===== src/rtl/uart_pkg.sv =====
// Shared UART definitions: receiver FSM states and line-level constants.
// The transmitter imports this package too.
package uart_pkg;

    typedef enum logic [2:0] {
        IDLE,
        START,
        DATA,
        STOP,
        BRK
    } uart_state_e;

    localparam int unsigned DEF_D_WIDTH = 4;
    localparam logic        START_BIT   = 1'b0;
    localparam logic        STOP_BIT    = 1'b1;

endpackage


===== src/rtl/uart_sync.sv =====
// N-stage synchroniser for an idle-high line. Flops reset to 1.
// SYNC_STAGES=0 passes the input straight through.
module uart_sync #(
    parameter int unsigned SYNC_STAGES = 2
) (
    input  logic clk_i,
    input  logic rst_ni,
    input  logic d_i,
    output logic q_o
);

    if (SYNC_STAGES == 0) begin : g_bypass
        assign q_o = d_i;
    end else begin : g_flops
        logic [SYNC_STAGES-1:0] sync_q;

        always_ff @(posedge clk_i or negedge rst_ni) begin
            if (!rst_ni) begin
                sync_q <= '1;
            end else begin
                sync_q[0] <= d_i;
                for (int unsigned i = 1; i < SYNC_STAGES; i++) begin
                    sync_q[i] <= sync_q[i-1];
                end
            end
        end

        assign q_o = sync_q[SYNC_STAGES-1];
    end

endmodule


===== src/rtl/uart_receive.sv =====
// UART receiver: start-bit validation, LSB-first shift-in, stop-bit check,
// and a one-entry valid/ready holding register with framing/overrun pulses.
module uart_receive
    import uart_pkg::*;
#(
    parameter int unsigned D_WIDTH      = DEF_D_WIDTH,
    parameter int unsigned CLKS_PER_BIT = 1,
    parameter int unsigned SYNC_STAGES  = 2
) (
    input  logic               clk,
    input  logic               rst,
    input  logic               rx,
    input  logic               rx_ready,
    output logic [D_WIDTH-1:0] rx_data,
    output logic               rx_valid,
    output logic               rx_busy,
    output logic               frame_err,
    output logic               overrun
);

    localparam int unsigned HALF = (CLKS_PER_BIT - 1) / 2;
    localparam int unsigned CW   = $clog2(CLKS_PER_BIT) + 1;
    localparam int unsigned BW   = $clog2(D_WIDTH + 1);

    localparam logic [CW-1:0] CNT_BIT  = CW'(CLKS_PER_BIT - 1);
    localparam logic [CW-1:0] CNT_HALF = CW'((HALF > 0) ? HALF - 1 : 0);
    localparam logic [BW-1:0] LAST_BIT = BW'(D_WIDTH - 1);

    logic rx_s;

    uart_sync #(
        .SYNC_STAGES(SYNC_STAGES)
    ) u_sync (
        .clk_i (clk),
        .rst_ni(rst),
        .d_i   (rx),
        .q_o   (rx_s)
    );

    uart_state_e        state_q, state_d;
    logic [CW-1:0]      cnt_q, cnt_d;
    logic [BW-1:0]      bit_q, bit_d;
    logic [D_WIDTH-1:0] shift_q, shift_d;
    logic [D_WIDTH-1:0] data_q, data_d;
    logic               valid_q, valid_d;
    logic               ferr_q, ferr_d;
    logic               ovr_q, ovr_d;

    always_ff @(posedge clk or negedge rst) begin
        if (!rst) begin
            state_q <= IDLE;
            cnt_q   <= '0;
            bit_q   <= '0;
            shift_q <= '0;
            data_q  <= '0;
            valid_q <= 1'b0;
            ferr_q  <= 1'b0;
            ovr_q   <= 1'b0;
        end else begin
            state_q <= state_d;
            cnt_q   <= cnt_d;
            bit_q   <= bit_d;
            shift_q <= shift_d;
            data_q  <= data_d;
            valid_q <= valid_d;
            ferr_q  <= ferr_d;
            ovr_q   <= ovr_d;
        end
    end

    always_comb begin
        state_d = state_q;
        cnt_d   = cnt_q;
        bit_d   = bit_q;
        shift_d = shift_q;
        data_d  = data_q;
        valid_d = valid_q && !rx_ready;
        ferr_d  = 1'b0;
        ovr_d   = 1'b0;

        unique case (state_q)
            IDLE: begin
                if (rx_s == START_BIT) begin
                    if (HALF == 0) begin
                        state_d = DATA;
                        cnt_d   = CNT_BIT;
                        bit_d   = '0;
                    end else begin
                        state_d = START;
                        cnt_d   = CNT_HALF;
                    end
                end
            end
            START: begin
                if (cnt_q != '0) begin
                    cnt_d = cnt_q - CW'(1);
                end else if (rx_s == START_BIT) begin
                    state_d = DATA;
                    cnt_d   = CNT_BIT;
                    bit_d   = '0;
                end else begin
                    state_d = IDLE;
                end
            end
            DATA: begin
                if (cnt_q != '0) begin
                    cnt_d = cnt_q - CW'(1);
                end else begin
                    // shift right with the new bit entering at the MSB
                    shift_d = D_WIDTH'({rx_s, shift_q} >> 1);
                    cnt_d   = CNT_BIT;
                    bit_d   = bit_q + BW'(1);
                    if (bit_q == LAST_BIT) begin
                        state_d = STOP;
                    end
                end
            end
            STOP: begin
                if (cnt_q != '0) begin
                    cnt_d = cnt_q - CW'(1);
                end else if (rx_s == STOP_BIT) begin
                    state_d = IDLE;
                    if (!valid_q || rx_ready) begin
                        data_d  = shift_q;
                        valid_d = 1'b1;
                    end else begin
                        valid_d = valid_q;
                        ovr_d   = 1'b1;
                    end
                end else begin
                    state_d = BRK;
                    ferr_d  = 1'b1;
                end
            end
            BRK: begin
                if (rx_s == STOP_BIT) begin
                    state_d = IDLE;
                end
            end
            default: state_d = IDLE;
        endcase
    end

    assign rx_data   = data_q;
    assign rx_valid  = valid_q;
    assign rx_busy   = (state_q != IDLE);
    assign frame_err = ferr_q;
    assign overrun   = ovr_q;

endmodule

===== config.mk =====
export PLATFORM = sky130hd
export DESIGN_NAME = uart_receive
export DESIGN_NICKNAME = d
export VERILOG_FILES = /design/src/rtl/uart_pkg.sv /design/src/rtl/uart_sync.sv /design/src/rtl/uart_receive.sv
export SDC_FILE = /design/constraint.sdc
export NUM_CORES = 1
export LEC_CHECK = 0
export ABC_AREA = 1
export BUFFER_PORTS_ARGS = -buffer_cell sky130_fd_sc_hd__clkbuf_2
export CORE_ASPECT_RATIO = 1.4
export CORE_MARGIN = 4
export CORE_UTILIZATION = 40
export CTS_BUF_LIST = sky130_fd_sc_hd__clkbuf_16
export CTS_CLUSTER_DIAMETER = 200
export CTS_CLUSTER_SIZE = 24
export DETAILED_ROUTE_END_ITERATION = 8
export PLACE_DENSITY = 0.57
export SYNTH_ARGS = -nofsm -noshare
export SYNTH_HDL_FRONTEND = slang
export SYNTH_SLANG_ARGS = --single-unit

===== constraint.sdc =====
create_clock -name clk -period 3.7 [get_ports clk]
set_clock_uncertainty 0.15 [all_clocks]
set_input_delay 0.74 -clock clk [delete_from_list [all_inputs] [get_ports clk]]
set_output_delay 0.74 -clock clk [all_outputs]
set_load 0.005 [all_outputs]

==> metrics.txt <==
unrepaired setup endpoints after global routing false; remaining antenna violation count after routing 0; Hold Crit Start u_sync.g_flops.sync_q[0]; dpl hpwl ~890 um; data required time of the worst path 2810 ps; Post-synth EDFFs 0; count leader, synth nand2_1; Die Ht slightly above 60 um; sequential share of the synthesized area 60.3%; Synth Warn # 0; placed cells ~110; DRC violations left 0; postcts setup bufs 0; setup tns final 0 ps; Design Area, Final about 940 um2; Final setup viols 0; post_cts resized 0; worst stage delay on the critical path ~430 ps; register-to-register setup slack about 2300 ps; WS Path Type flip-flop to primary output; crit start category flip-flop; worst reg2reg path depth 5; synth cell count leaders 25 x nand2_1, 17 x dfrtp_1, 10 x inv_1, 10 x nand3_1, 5 x nor2_1; grt ovf 0; WL final ~1300 um; Clock transition at path regs 50 ps; Post-Syn Area about 800 um2; RD Place Congestion 0.805; Synth Register Bits 19; worst relative slew slack approximately 69%; Mapped Cells 81; row count 18; maxcap violations 0; FFs w/ async S/R, synth 100%; Crit Path Max Fanout 4; CP top delay family flip-flops; worst slack, placed 2020 ps; share of cells above drive strength 1 between 20% and 30%; Avg WL per Cell between 10 and 15 um; CP Buf/Inv Count 1; status finished clean; Initial Util a little over two fifths; aggregate global-route resource usage 10.9%; Max Clk Rate just over 500 MHz; Hold Crit Depth 0; clk_lat worst skew between 200 and 300 ps; DR vias between 500 and 600; Reg2Reg Launch Point state_q[2]; crit path time final 1950 ps; CTS tree yes; Root Buffer clkbuf_16; Final Cycle Share between 50 and 60%; Layout Nets just over 100; Non-Filler Instances about 120; Synthesized Nets 87; first-pass GRT wire length approximately 2100 um; Hold WS approximately 210 ps; Psw 0.261 mW; Sw Ratio between 30% and 40%; Pwr Density between 800 and 900 nW/um2; Max clock buf depth 2; htree depth 1; hold buffers post-CTS 0; P_int slightly above 0.5 mW; combinational share of power slightly below 30%; DRT iter0 DRCs 9; count of final max-slew check failures 0; reg2reg end shift_q[1]; Sequential Power Share between 40% and 50%; fin worst setup slack between 1500 and 2000 ps; CP cell instances nor2_2, nand2_1, clkbuf_2; Die Wd 45.6 um; total power slightly below 0.8 mW; Core Area around 1800 um2; io pins 12; largest net degree at the start of global routing 20; cell taking the most area after synthesis dfrtp_1; area delta synth->final 18.6%; Final Core Density around half; Synth top area share 53.6%; Netlist cell types 14; Die ar. 2770 um2; vias in the first global route between 400 and 500; synth top area cells dfrtp_1 54%, nand2_1 12%, dfstp_2 6.6%; worst slew pin tran about 470 ps; drt pass-1 iters 4; Via density between 4 and 5; initial antenna violation count 0; Leak Pwr ~0.5 nW; Main synth FF type dfrtp_1; Final Hold Vio Count 0; worst hold path type flip-flop to flip-flop; TritonCTS Buffers 3; CP max-delay cell dfrtp_1; CP endpoint kind primary output; peak supply drop roughly 0.38 mV; CTS sink cnt 19; Post-Place Cell Area roughly 860 um2; syn_area_per_cell between 9 and 10 um2; Worst EP arrival roughly 1100 ps; Port Buf Inserts 11; WHS Endpoint u_sync.g_flops.sync_q[1]; Clock Power Share 28.0%; antenna cells 0
sequential cells by signal (all words and copies together) (netlist names):
register,count
rx_data,4
state_q,3
overrun,1
u_sync.g_flops.sync_q,2
shift_q,4
bit_q,3
rx_valid,1
frame_err,1
worst max-delay path by stage:
stage,startpoint,to,slack (ps),cells after the start
floorplan,state_q[2],rx_busy,2140,2
global placement,state_q[2],rx_busy,2030,3
detailed placement,state_q[2],rx_busy,2020,3
CTS,state_q[2],rx_busy,1750,3
global route,state_q[2],rx_busy,1660,3
finish,state_q[2],rx_busy,1750,3
final cells by class:
| cell class | count | area (um2) |
|---|---|---|
| Fill cell | 176 | 883 |
| Inverter | 10 | 37.5 |
| Sequential cell | 19 | 478 |
| Tap cell | 20 | 25.0 |
| Clock buffer | 3 | 75.1 |
| Multi-Input combinational cell | 51 | 267 |
| Timing Repair Buffer | 11 | 55.1 |
| Clock inverter | 1 | 3.75 |
power by group through the flow:
stage	Sequential (mW)	Combinational (mW)	Clock, mW
after floorplan	0.327	0.183	0
after global placement	0.331	0.232	0
after detailed placement	0.333	0.234	0
after CTS	0.330	0.236	0.221
after global routing	0.340	0.269	0.230
final	0.329	0.229	0.218
kinds of logic (layout without fill, tap and decap cells):
family,Yosys count,in the layout,share of synthesized area [%]
buf+inv,11,25,6.15
fa+ha+maj,2,2,3.15
simple gates,44,44,25.4
flops,19,19,60.3
compound gates,5,5,5.05
routing by layer:
metal  track usage [%]  share of wire, %  up-vias  wire length (um)
met3              2.67               4.6        4                58
met5                 0                 0        -                 0
met2              16.4                49       14               611
met1              14.2                45      259               567
met4              6.28               1.5        0                19
li1                  -                 -      280                 -
placed cells by master, fill, tap and decap left out, drive strengths merged:
master | synthesis | final
o21ai | 5 | 5
dfstp | 2 | 2
dfrtp | 17 | 17
clkbuf | 0 | 14
nand3 | 11 | 11
inv | 10 | 11
nor3 | 1 | 1
nand2 | 26 | 26
ha | 2 | 2
nor2 | 6 | 6
worst reg2reg max path, stage by stage (launching register included):
cell and delay, ps:
dfrtp_1 430, nor2_2 200, nand2_2 210, inv_1 180, nand2_1 70, o21ai_0 70
Note: power is estimated with default switching activity, not from simulation.
